File: config.mk
export PLATFORM = sky130hd
export DESIGN_NAME = cpu_synth_top_flat
export DESIGN_NICKNAME = d
export VERILOG_FILES = /design/src/rtl/synth_pkg.sv /design/src/rtl/synth_if.sv /design/src/rtl/tone_gen.sv /design/src/rtl/cpu_synth_top.sv /design/src/flat_wrapper.sv
export SDC_FILE = /design/constraint.sdc
export NUM_CORES = 1
export LEC_CHECK = 0
export CAP_MARGIN = 30
export CORE_MARGIN = 2
export CORE_UTILIZATION = 30
export CTS_BUF_LIST = sky130_fd_sc_hd__clkbuf_16
export CTS_CLUSTER_SIZE = 16
export DETAILED_ROUTE_END_ITERATION = 10
export GPL_ROUTABILITY_DRIVEN = 0
export PLACE_DENSITY = 0.45
export SLEW_MARGIN = 20
export SYNTH_ARGS = -nofsm -noshare
export SYNTH_HDL_FRONTEND = slang
export SYNTH_SLANG_ARGS = --single-unit
File: constraint.sdc
create_clock -name clock -period 25.4 [get_ports clock]
set_input_delay 7.62 -clock clock [delete_from_list [all_inputs] [get_ports clock]]
set_output_delay 7.62 -clock clock [all_outputs]
set_load 0.05 [all_outputs]
File: src/rtl/synth_pkg.sv
// Shared definitions for the button/switch square-wave synthesizer.
//   note_t       : 3-bit note code (0 = rest, 1..7 = C4..C5)
//   HALF_PERIOD  : half-period in clock cycles for each note code
//   SEQ_ROM      : fixed 16-step tune that the sequencer plays
//   BUTTON_NOTE  : note assigned to each live-mode button
//   live_note()  : priority encoder from buttons to a note code
package synth_pkg;

  localparam int PC_WIDTH_DEF = 4;
  localparam int HP_W         = 17;

  typedef enum logic [2:0] {
    NOTE_REST = 3'd0,
    NOTE_C4   = 3'd1,
    NOTE_D4   = 3'd2,
    NOTE_E4   = 3'd3,
    NOTE_F4   = 3'd4,
    NOTE_G4   = 3'd5,
    NOTE_A4   = 3'd6,
    NOTE_C5   = 3'd7
  } note_t;

  // Half-periods at the unshifted octave (50 MHz clock).
  localparam logic [HP_W-1:0] HALF_PERIOD [8] = '{
    17'd0,     17'd95556, 17'd85131, 17'd75843,
    17'd71586, 17'd63776, 17'd56818, 17'd47778
  };

  localparam note_t SEQ_ROM [16] = '{
    NOTE_C4, NOTE_E4, NOTE_G4, NOTE_C5, NOTE_G4, NOTE_E4, NOTE_C4, NOTE_REST,
    NOTE_C4, NOTE_C4, NOTE_G4, NOTE_G4, NOTE_A4, NOTE_A4, NOTE_G4, NOTE_REST
  };

  localparam note_t BUTTON_NOTE [4] = '{NOTE_C4, NOTE_E4, NOTE_G4, NOTE_C5};

  // Scan from the top button down so the lowest pressed index wins.
  function automatic note_t live_note(input logic [3:0] b);
    note_t n;
    n = NOTE_REST;
    for (int i = 3; i >= 0; i--) begin
      if (b[i]) n = BUTTON_NOTE[i];
    end
    return n;
  endfunction

endpackage

File: src/rtl/synth_if.sv
// Board-side bus of the synthesizer.
//   buttons      : note buttons, active high
//   Sw           : [2:0] octave shift, [3] sound enable, [7:4] tempo,
//                  [8] unused, [9] mode (0 live, 1 sequencer)
//   Output_Sound : registered square-wave audio
//   dbg_pc, dbg_code, dbg_pc_en : sequencer PC, current note code and
//                  one-cycle step pulse, exposed for observation
// All signals are level-sampled on every rising clock edge; this bus has
// no valid/ready handshake.
interface synth_if #(parameter int PC_WIDTH = 4);
  logic [3:0]          buttons;
  logic [9:0]          Sw;
  logic                Output_Sound;
  logic [PC_WIDTH-1:0] dbg_pc;
  logic [2:0]          dbg_code;
  logic                dbg_pc_en;

  modport master (output buttons, Sw,
                  input  Output_Sound, dbg_pc, dbg_code, dbg_pc_en);
  modport slave  (input  buttons, Sw,
                  output Output_Sound, dbg_pc, dbg_code, dbg_pc_en);
endinterface

File: src/rtl/tone_gen.sv
// Square-wave tone generator. Holds the note-code register and a divider
// that toggles the output every (HALF_PERIOD[code] >> octave) cycles.
//   clock, reset : system clock, synchronous active-low reset
//   i_code       : next note code (from live buttons or sequencer ROM)
//   i_octave     : octave shift 0..7
//   i_enable     : 1 = sound allowed
//   o_sound      : registered square wave
//   o_code       : current registered note code
module tone_gen
  import synth_pkg::*;
(
  input  logic       clock,
  input  logic       reset,
  input  note_t      i_code,
  input  logic [2:0] i_octave,
  input  logic       i_enable,
  output logic       o_sound,
  output logic [2:0] o_code
);

  note_t           r_code;
  logic [2:0]      r_octave;
  logic [HP_W-1:0] r_count;
  logic            r_out;
  logic [HP_W-1:0] w_hp;

  assign w_hp    = HALF_PERIOD[r_code] >> r_octave;
  assign o_sound = r_out;
  assign o_code  = r_code;

  // A code or octave change restarts the wave low, so a new note always
  // begins with a full low half-period and never with a stray pulse.
  always_ff @(posedge clock) begin
    if (!reset) begin
      r_code   <= NOTE_REST;
      r_octave <= 3'd0;
      r_count  <= '0;
      r_out    <= 1'b0;
    end else begin
      r_code   <= i_code;
      r_octave <= i_octave;
      if (i_code != r_code || i_octave != r_octave ||
          !i_enable || i_code == NOTE_REST) begin
        r_count <= '0;
        r_out   <= 1'b0;
      end else if (r_count == w_hp - 17'd1) begin
        r_count <= '0;
        r_out   <= ~r_out;
      end else begin
        r_count <= r_count + 17'd1;
      end
    end
  end

endmodule

File: src/rtl/cpu_synth_top.sv
// Top level of the FPGA synthesizer: selects a note from the buttons (live
// mode) or from a 16-step ROM walked by a tempo-timed PC (sequencer mode)
// and drives a square wave on the audio pin.
//   clock, reset : system clock, synchronous active-low reset
//   bus          : synth_if slave (buttons, Sw in; Output_Sound, debug out)
module cpu_synth_top
  import synth_pkg::*;
#(
  parameter int unsigned STEP_CYCLES = 12_500_000,
  parameter int          PC_WIDTH    = PC_WIDTH_DEF
) (
  input  logic clock,
  input  logic reset,
  synth_if.slave bus
);

  // Longest step is 16 tempo units.
  localparam int TIMER_W = $clog2(16 * STEP_CYCLES);

  logic [PC_WIDTH-1:0] r_pc;
  logic [TIMER_W-1:0]  r_timer;
  logic                r_pc_en;
  logic [TIMER_W-1:0]  w_term;
  note_t               w_code;
  logic                w_seq_mode;
  logic                w_unused;

  assign w_seq_mode = bus.Sw[9];
  assign w_unused   = bus.Sw[8];

  // Terminal count follows the tempo switches live; the >= compare makes a
  // shortened tempo step on the next cycle if the timer is already past it.
  assign w_term = TIMER_W'((32'(bus.Sw[7:4]) + 32'd1) * STEP_CYCLES - 32'd1);

  assign w_code = w_seq_mode ? SEQ_ROM[r_pc] : live_note(bus.buttons);

  always_ff @(posedge clock) begin
    if (!reset || !w_seq_mode) begin
      r_pc    <= '0;
      r_timer <= '0;
      r_pc_en <= 1'b0;
    end else if (r_timer >= w_term) begin
      r_timer <= '0;
      r_pc    <= r_pc + PC_WIDTH'(1);
      r_pc_en <= 1'b1;
    end else begin
      r_timer <= r_timer + TIMER_W'(1);
      r_pc_en <= 1'b0;
    end
  end

  tone_gen u_tone (
    .clock    (clock),
    .reset    (reset),
    .i_code   (w_code),
    .i_octave (bus.Sw[2:0]),
    .i_enable (bus.Sw[3]),
    .o_sound  (bus.Output_Sound),
    .o_code   (bus.dbg_code)
  );

  assign bus.dbg_pc    = r_pc;
  assign bus.dbg_pc_en = r_pc_en;

endmodule

File: src/flat_wrapper.sv
// flat-port wrapper written by rule: the top's interface ports become plain ports
module cpu_synth_top_flat import synth_pkg::*;
#(
  parameter int unsigned STEP_CYCLES = 12_500_000,
  parameter int          PC_WIDTH    = PC_WIDTH_DEF
)
  (clock, reset, bus_buttons, bus_Sw, bus_Output_Sound, bus_dbg_pc, bus_dbg_code, bus_dbg_pc_en);
  synth_if #(.PC_WIDTH(PC_WIDTH)) bus_i ();
  input  logic clock;
  input  logic reset;
  input wire logic [$bits(bus_i.buttons)-1:0] bus_buttons;
  input wire logic [$bits(bus_i.Sw)-1:0] bus_Sw;
  output wire logic [$bits(bus_i.Output_Sound)-1:0] bus_Output_Sound;
  output wire logic [$bits(bus_i.dbg_pc)-1:0] bus_dbg_pc;
  output wire logic [$bits(bus_i.dbg_code)-1:0] bus_dbg_code;
  output wire logic [$bits(bus_i.dbg_pc_en)-1:0] bus_dbg_pc_en;
  assign bus_i.buttons = bus_buttons;
  assign bus_i.Sw = bus_Sw;
  assign bus_Output_Sound = bus_i.Output_Sound;
  assign bus_dbg_pc = bus_i.dbg_pc;
  assign bus_dbg_code = bus_i.dbg_code;
  assign bus_dbg_pc_en = bus_i.dbg_pc_en;
  cpu_synth_top #(.STEP_CYCLES(STEP_CYCLES), .PC_WIDTH(PC_WIDTH)) u_core (.clock(clock), .reset(reset), .bus(bus_i));
endmodule
==> results.yml, run 1 <==
detailed_routing:
  finalWirelength_mm: 15.2
  drcViolationCount: 0
  vias_per_cell: 4.95
  avgRoutedWirePerCell_um: 14.3
  antenna_left: 0
  firstDrtPassIters: 6
  drtIter0Drc: 254
  dr_total_vias: 5278
logic_synthesis:
  async_flop_share_pct: 0
  yosys.area_share.simple_pct: 23.4
  synth_fa_ha_area_share_pct: 19.8
  syn-cell-area_mm2: 0.00632
  synthesis.nets: 883
  synth.area.mux_share_pct: 4.02
  synth_top_family_by_area: "simple AND/OR/NAND/NOR gates"
  yosysWarnings: 0
  synth_compound_gate_area_share_pct: 15.7
  postSynthCellCount: 777
  synth_edf_count: 0
  yosysUniqueCellTypes: 76
  avgSynthCellArea_um2: 8.14
  ys.flop_type: "dfxtp_1"
  seq_area_frac_synth_pct: 18.1
  ys_ff_latch: 57
  synth_xor_area_share_pct: 13.0
finish:
  drive_gt1_share_pct: 4.80
  n_antenna_cell: 0
  fillCellCount: 2232
  area_delta_synth_final_pct: 11.7
  nets: 893
  final_cell_mix: "nor2_1, ha_1, inv_1"
  final_common_cell: "nor2_1"
timing:
  finalSetupTns_ps: 0
  tightest_slew_ps: 931
  clock.fmax_ghz: 0.0656
  finClkSkew_ps: 8.28
  slew_violations: 0
  setup_viol: 0
  rsz0062_at_grt: "false"
  slew_headroom_pct: 37.8
  fin_crit_sh_pct: 60.0
  min_period_ps: 15240
  hold_viol_final: 0
worst_setup_path:
  cp.required_ps: 25660
  cpLargestDelayFamily: "compound AO/OA/AOI/OAI gates"
  crit_arrival_ps: 15500
  end_kind: "flip-flop"
  start_kind: "primary input"
  crit_path_top_delay_cell: "a221oi_2"
  critPathLaunch: "bus_Sw[4]"
  critPathMaxFanout: 18
  reg2reg_from: "u_core.u_tone.o_code[0]"
  timing.critical_path.buf_inv: 5
  crit_type: "primary input to flip-flop"
  crit_path_max_incr_delay_ps: 650
die:
  initial_utilization_pct: 30.4
  dieArea_mm2: 0.0222
  die_x_um: 149
  core-area_mm2: 0.0208
  die_height_um: 149
  rows: 53
  ioPinCount: 25
min_path:
  min_path_type: "flip-flop to flip-flop"
  hold_start: "u_core.r_timer[0]"
place:
  dpl.hpwl_mm: 11.9
  port_buffers: 23
global_routing:
  grt_busiest_layer: "met2"
  met1_usage_pct: 18.4
  grt_overflow_total: 0
  grt_pass1_vias: 5182
  grt_pass1_wl_mm: 26.0
  met3_usage_pct: 2.35
  met2_usage_pct: 24.9
  antenna_found_initial: 0
  grt_usage_pct: 14.4
  grt_max_degree: 44
power:
  total_power_uw: 396
  leakage_uw: 0.00293
  p_per_area_mw_per_mm2: 56.0
  ir_drop_mv: 0.0299
clock_tree:
  clk_pin_slew_ps: 50
  numCtsBuffers: 9
  cts_tree: "done"
  postCtsSetupBuffers: 0
  clk_path_buf_depth: 2
  cts_max_level: 3
  cts_sinks: 57
  clk-insertion-delay-late_ps: 330
  clockRootBuffer: "clkbuf_16"
  cts_resized: 0
  cts_hold_buf: 0
status:
  status: "finished clean"
run:
  cap_viol_max_count: 0
==> cells by family (layout without fill, tap and decap cells) <==
| logic type | Yosys count | after routing |
|---|---|---|
| DFF | 57 | 57 |
| buffers and inverters | 90 | 104 |
| xor gates and xnor gates | 94 | 94 |
| adders and majority gates | 90 | 90 |
| AOI/OAI and AO/OA | 141 | 141 |
| and+or+nand+nor | 283 | 283 |
| muxes | 22 | 22 |
==> cells in the mapped netlist (14+ instances only) <==
library cell | count | area [um2]
nand2_1 | 38 | 143
inv_1 | 59 | 221
o21ai_0 | 21 | 105
nand3_1 | 38 | 190
mux2i_1 | 16 | 160
nand4_1 | 19 | 119
xor2_1 | 52 | 455
ha_1 | 73 | 913
xnor2_1 | 42 | 368
nor3_1 | 17 | 85.1
dfxtp_1 | 57 | 1140
a21o_1 | 19 | 143
a21oi_1 | 33 | 165
and2_1 | 14 | 87.6
nor2_1 | 82 | 308
fa_1 | 17 | 340
==> path summary, 6_finish.rpt <==
kind | end | slack, ps | cells after the start
max | u_core.r_timer[25] | 10160 | 29
min | u_core.r_timer[0] | 470 | 1
max reg2reg | u_core.u_tone.r_count[15] | 20340 | 13
min reg2reg | u_core.r_timer[0] | 470 | 1
==> flip-flops by register name, indices dropped and copies added (netlist names) <==
name,count
u_core.bus.dbg_pc,4
u_core.bus.dbg_pc_en,1
u_core.r_timer,28
u_core.u_tone.o_code,3
u_core.u_tone.o_sound,1
u_core.u_tone.r_count,17
u_core.u_tone.r_octave,3
==> stage by stage <==
step | util, % | instance area, um2 | hold slack [ps] | cells | worst slack [ps]
global route | 33.9 | 7060 | 484 | 1066 | 9190
global placement | 32.5 | 6780 | 448 | 1050 | 9280
CTS | 33.9 | 7060 | 470 | 1066 | 9900
floorplan | - | 6320 | 430 | 777 | 11670
detailed placement | 32.6 | 6790 | 458 | 1051 | 9550
finish | 33.9 | 7060 | 467 | 1066 | 10160
==> power breakdown <==
| part | switching [uW] | internal, uW | leakage [uW] |
|---|---|---|---|
| clock | 39.9 | 73.6 | 0.000135 |
| sequential | 1.64 | 90.2 | 0.000461 |
| combinational | 110 | 80.6 | 0.00233 |
| total | 151 | 244 | 0.00293 |
==> worst register-to-register path, delay by kind of cell (launching register included) <==
kind | cells | cell delay (ps)
compound gates | 3 | 1750
simple gates | 4 | 1000
fa+ha+maj | 2 | 760
flops | 1 | 700
mux | 3 | 570
buf+inv | 1 | 150
==> area by class of cell <==
type                            count  area (um2)  share of cell area (%)
Timing Repair Buffer               28         272                    3.84
Inverter                           61         229                    3.24
Tap cell                          275         344                    4.87
Clock inverter                      6        50.0                   0.709
Clock buffer                        9         225                    3.19
Multi-Input combinational cell    630        4800                    68.0
Sequential cell                    57        1140                    16.2
==> routing by layer <==
metal  routed length (um)  part of all wire [%]
met1                 7310                    48
met2                 7360                    48
met3                  309                   2.0
met4                  227                   1.5
met5                    0                     0
No activity file was read; power rests on OpenSTA's default activity.
==> run 2, diff against run 1 <==
PLACE_DENSITY = 0.47   (was 0.45)
clock period = 12.25 ns   (was 25.4 ns; I/O delays follow)
==> results.yml, run 2 (same netlist as run 1, synthesis figures left out) <==
status:
  status: "finished clean"
timing:
  hold_viol_final: 0
  clock.fmax_ghz: 0.0949
  tightest_slew_ps: 703
  finalSetupTns_ps: 0
  setup_viol: 0
  whs_ps: 464
  finalWorstSetupSlack_ps: 1710
  min_period_ps: 10540
  rsz0062_at_grt: "false"
  fin_crit_sh_pct: 86.0
  slew_headroom_pct: 52.5
  finClkSkew_ps: 4.50
  slew_violations: 0
worst_setup_path:
  cp_common_cell: "a21o_1"
  start_kind: "primary input"
  critPathMaxFanout: 28
  timing.critical_path.buf_inv: 7
  cp.required_ps: 12510
  crit_path_top_delay_cell: "clkdlybuf4s50_1"
  crit_arrival_ps: 10800
  end_kind: "flip-flop"
  crit_type: "primary input to flip-flop"
  crit_path_max_incr_delay_ps: 710
  cpLargestDelayFamily: "compound AO/OA/AOI/OAI gates"
die:
  dieArea_mm2: 0.0222
  rows: 53
  ioPinCount: 25
  die_height_um: 149
  die_x_um: 149
  initial_utilization_pct: 30.4
  core-area_mm2: 0.0208
detailed_routing:
  drcViolationCount: 0
  antenna_left: 0
  drtIter0Drc: 224
  vias_per_cell: 4.94
  finalWirelength_mm: 14.9
  dr_total_vias: 5273
  avgRoutedWirePerCell_um: 14.0
  firstDrtPassIters: 4
finish:
  final_common_cell: "nor2_1"
  n_antenna_cell: 0
  top_register: "u_core.r_timer"
  final-seq-area_mm2: 0.00114
  multi_input_comb_area_mm2: 0.00480
  area_delta_synth_final_pct: 12.5
  drive_gt1_share_pct: 5.42
  largest_register_ffs: 28
  fillCellCount: 2223
  nets: 896
  final_cell_mix: "nor2_1, ha_1, inv_1"
  final_cells: 1068
clock_tree:
  clk_pin_slew_ps: 50
  numCtsBuffers: 9
  cts_resized: 0
  clk_path_buf_depth: 2
  cts_tree: "done"
  cts_hold_buf: 0
  cts_sinks: 57
  clockRootBuffer: "clkbuf_16"
  cts_max_level: 3
  clk-insertion-delay-late_ps: 330
  postCtsSetupBuffers: 0
run:
  cap_viol_max_count: 0
global_routing:
  grt_max_degree: 43
  antenna_found_initial: 0
  grt_pass1_wl_mm: 25.1
  grt_overflow_total: 0
  grt_usage_pct: 14.0
  grt_pass1_vias: 4916
min_path:
  min_path_type: "flip-flop to flip-flop"
place:
  place_ws_ps: 1280
  port_buffers: 23
  dpl.hpwl_mm: 11.6
  place_inst: 1053
power:
  leakage_uw: 0.00296
  total_power_uw: 854
  p_per_area_mw_per_mm2: 120
  ir_drop_mv: 0.0740
[run 2: path summary, 6_finish.rpt]
path | from | end | slack [ps] | cells past startpoint
max | bus_Sw[4] | u_core.r_timer[23] | 1710 | 30
min | u_core.r_timer[0] | u_core.r_timer[0] | 460 | 1
min reg2reg | u_core.r_timer[0] | u_core.r_timer[0] | 460 | 1
max reg2reg | u_core.u_tone.o_code[0] | u_core.u_tone.r_count[12] | 7330 | 13
[run 2: final cells by class]
class | count | area share (%)
clock inverter | 5 | 1.04
tap | 275 | 4.84
multi-input combinational | 630 | 67.5
timing repair buffer | 31 | 4.19
clock buffer | 9 | 3.17
inverter | 61 | 3.22
sequential | 57 | 16.0
[run 2: stage by stage]
step	utilization, %	instance area (um2)
final	34.2	7110
after global routing	34.2	7110
after CTS	34.1	7100
after detailed placement	32.7	6800
after global placement	32.7	6800
after floorplan	-	6320
[run 2: per-layer routing]
layer | GRT usage [%] | routed length (um) | share of wire, %
met5 | 0 | 0 | 0
met4 | 3.19 | 167 | 1.1
met3 | 2.66 | 369 | 2.5
met2 | 23.4 | 7060 | 47
met1 | 18.7 | 7330 | 49
[run 2: report_power, final]
group	internal [uW]	switching (uW)
clock network	174	86.5
logic	169	236
registers	187	2.24
total	530	324
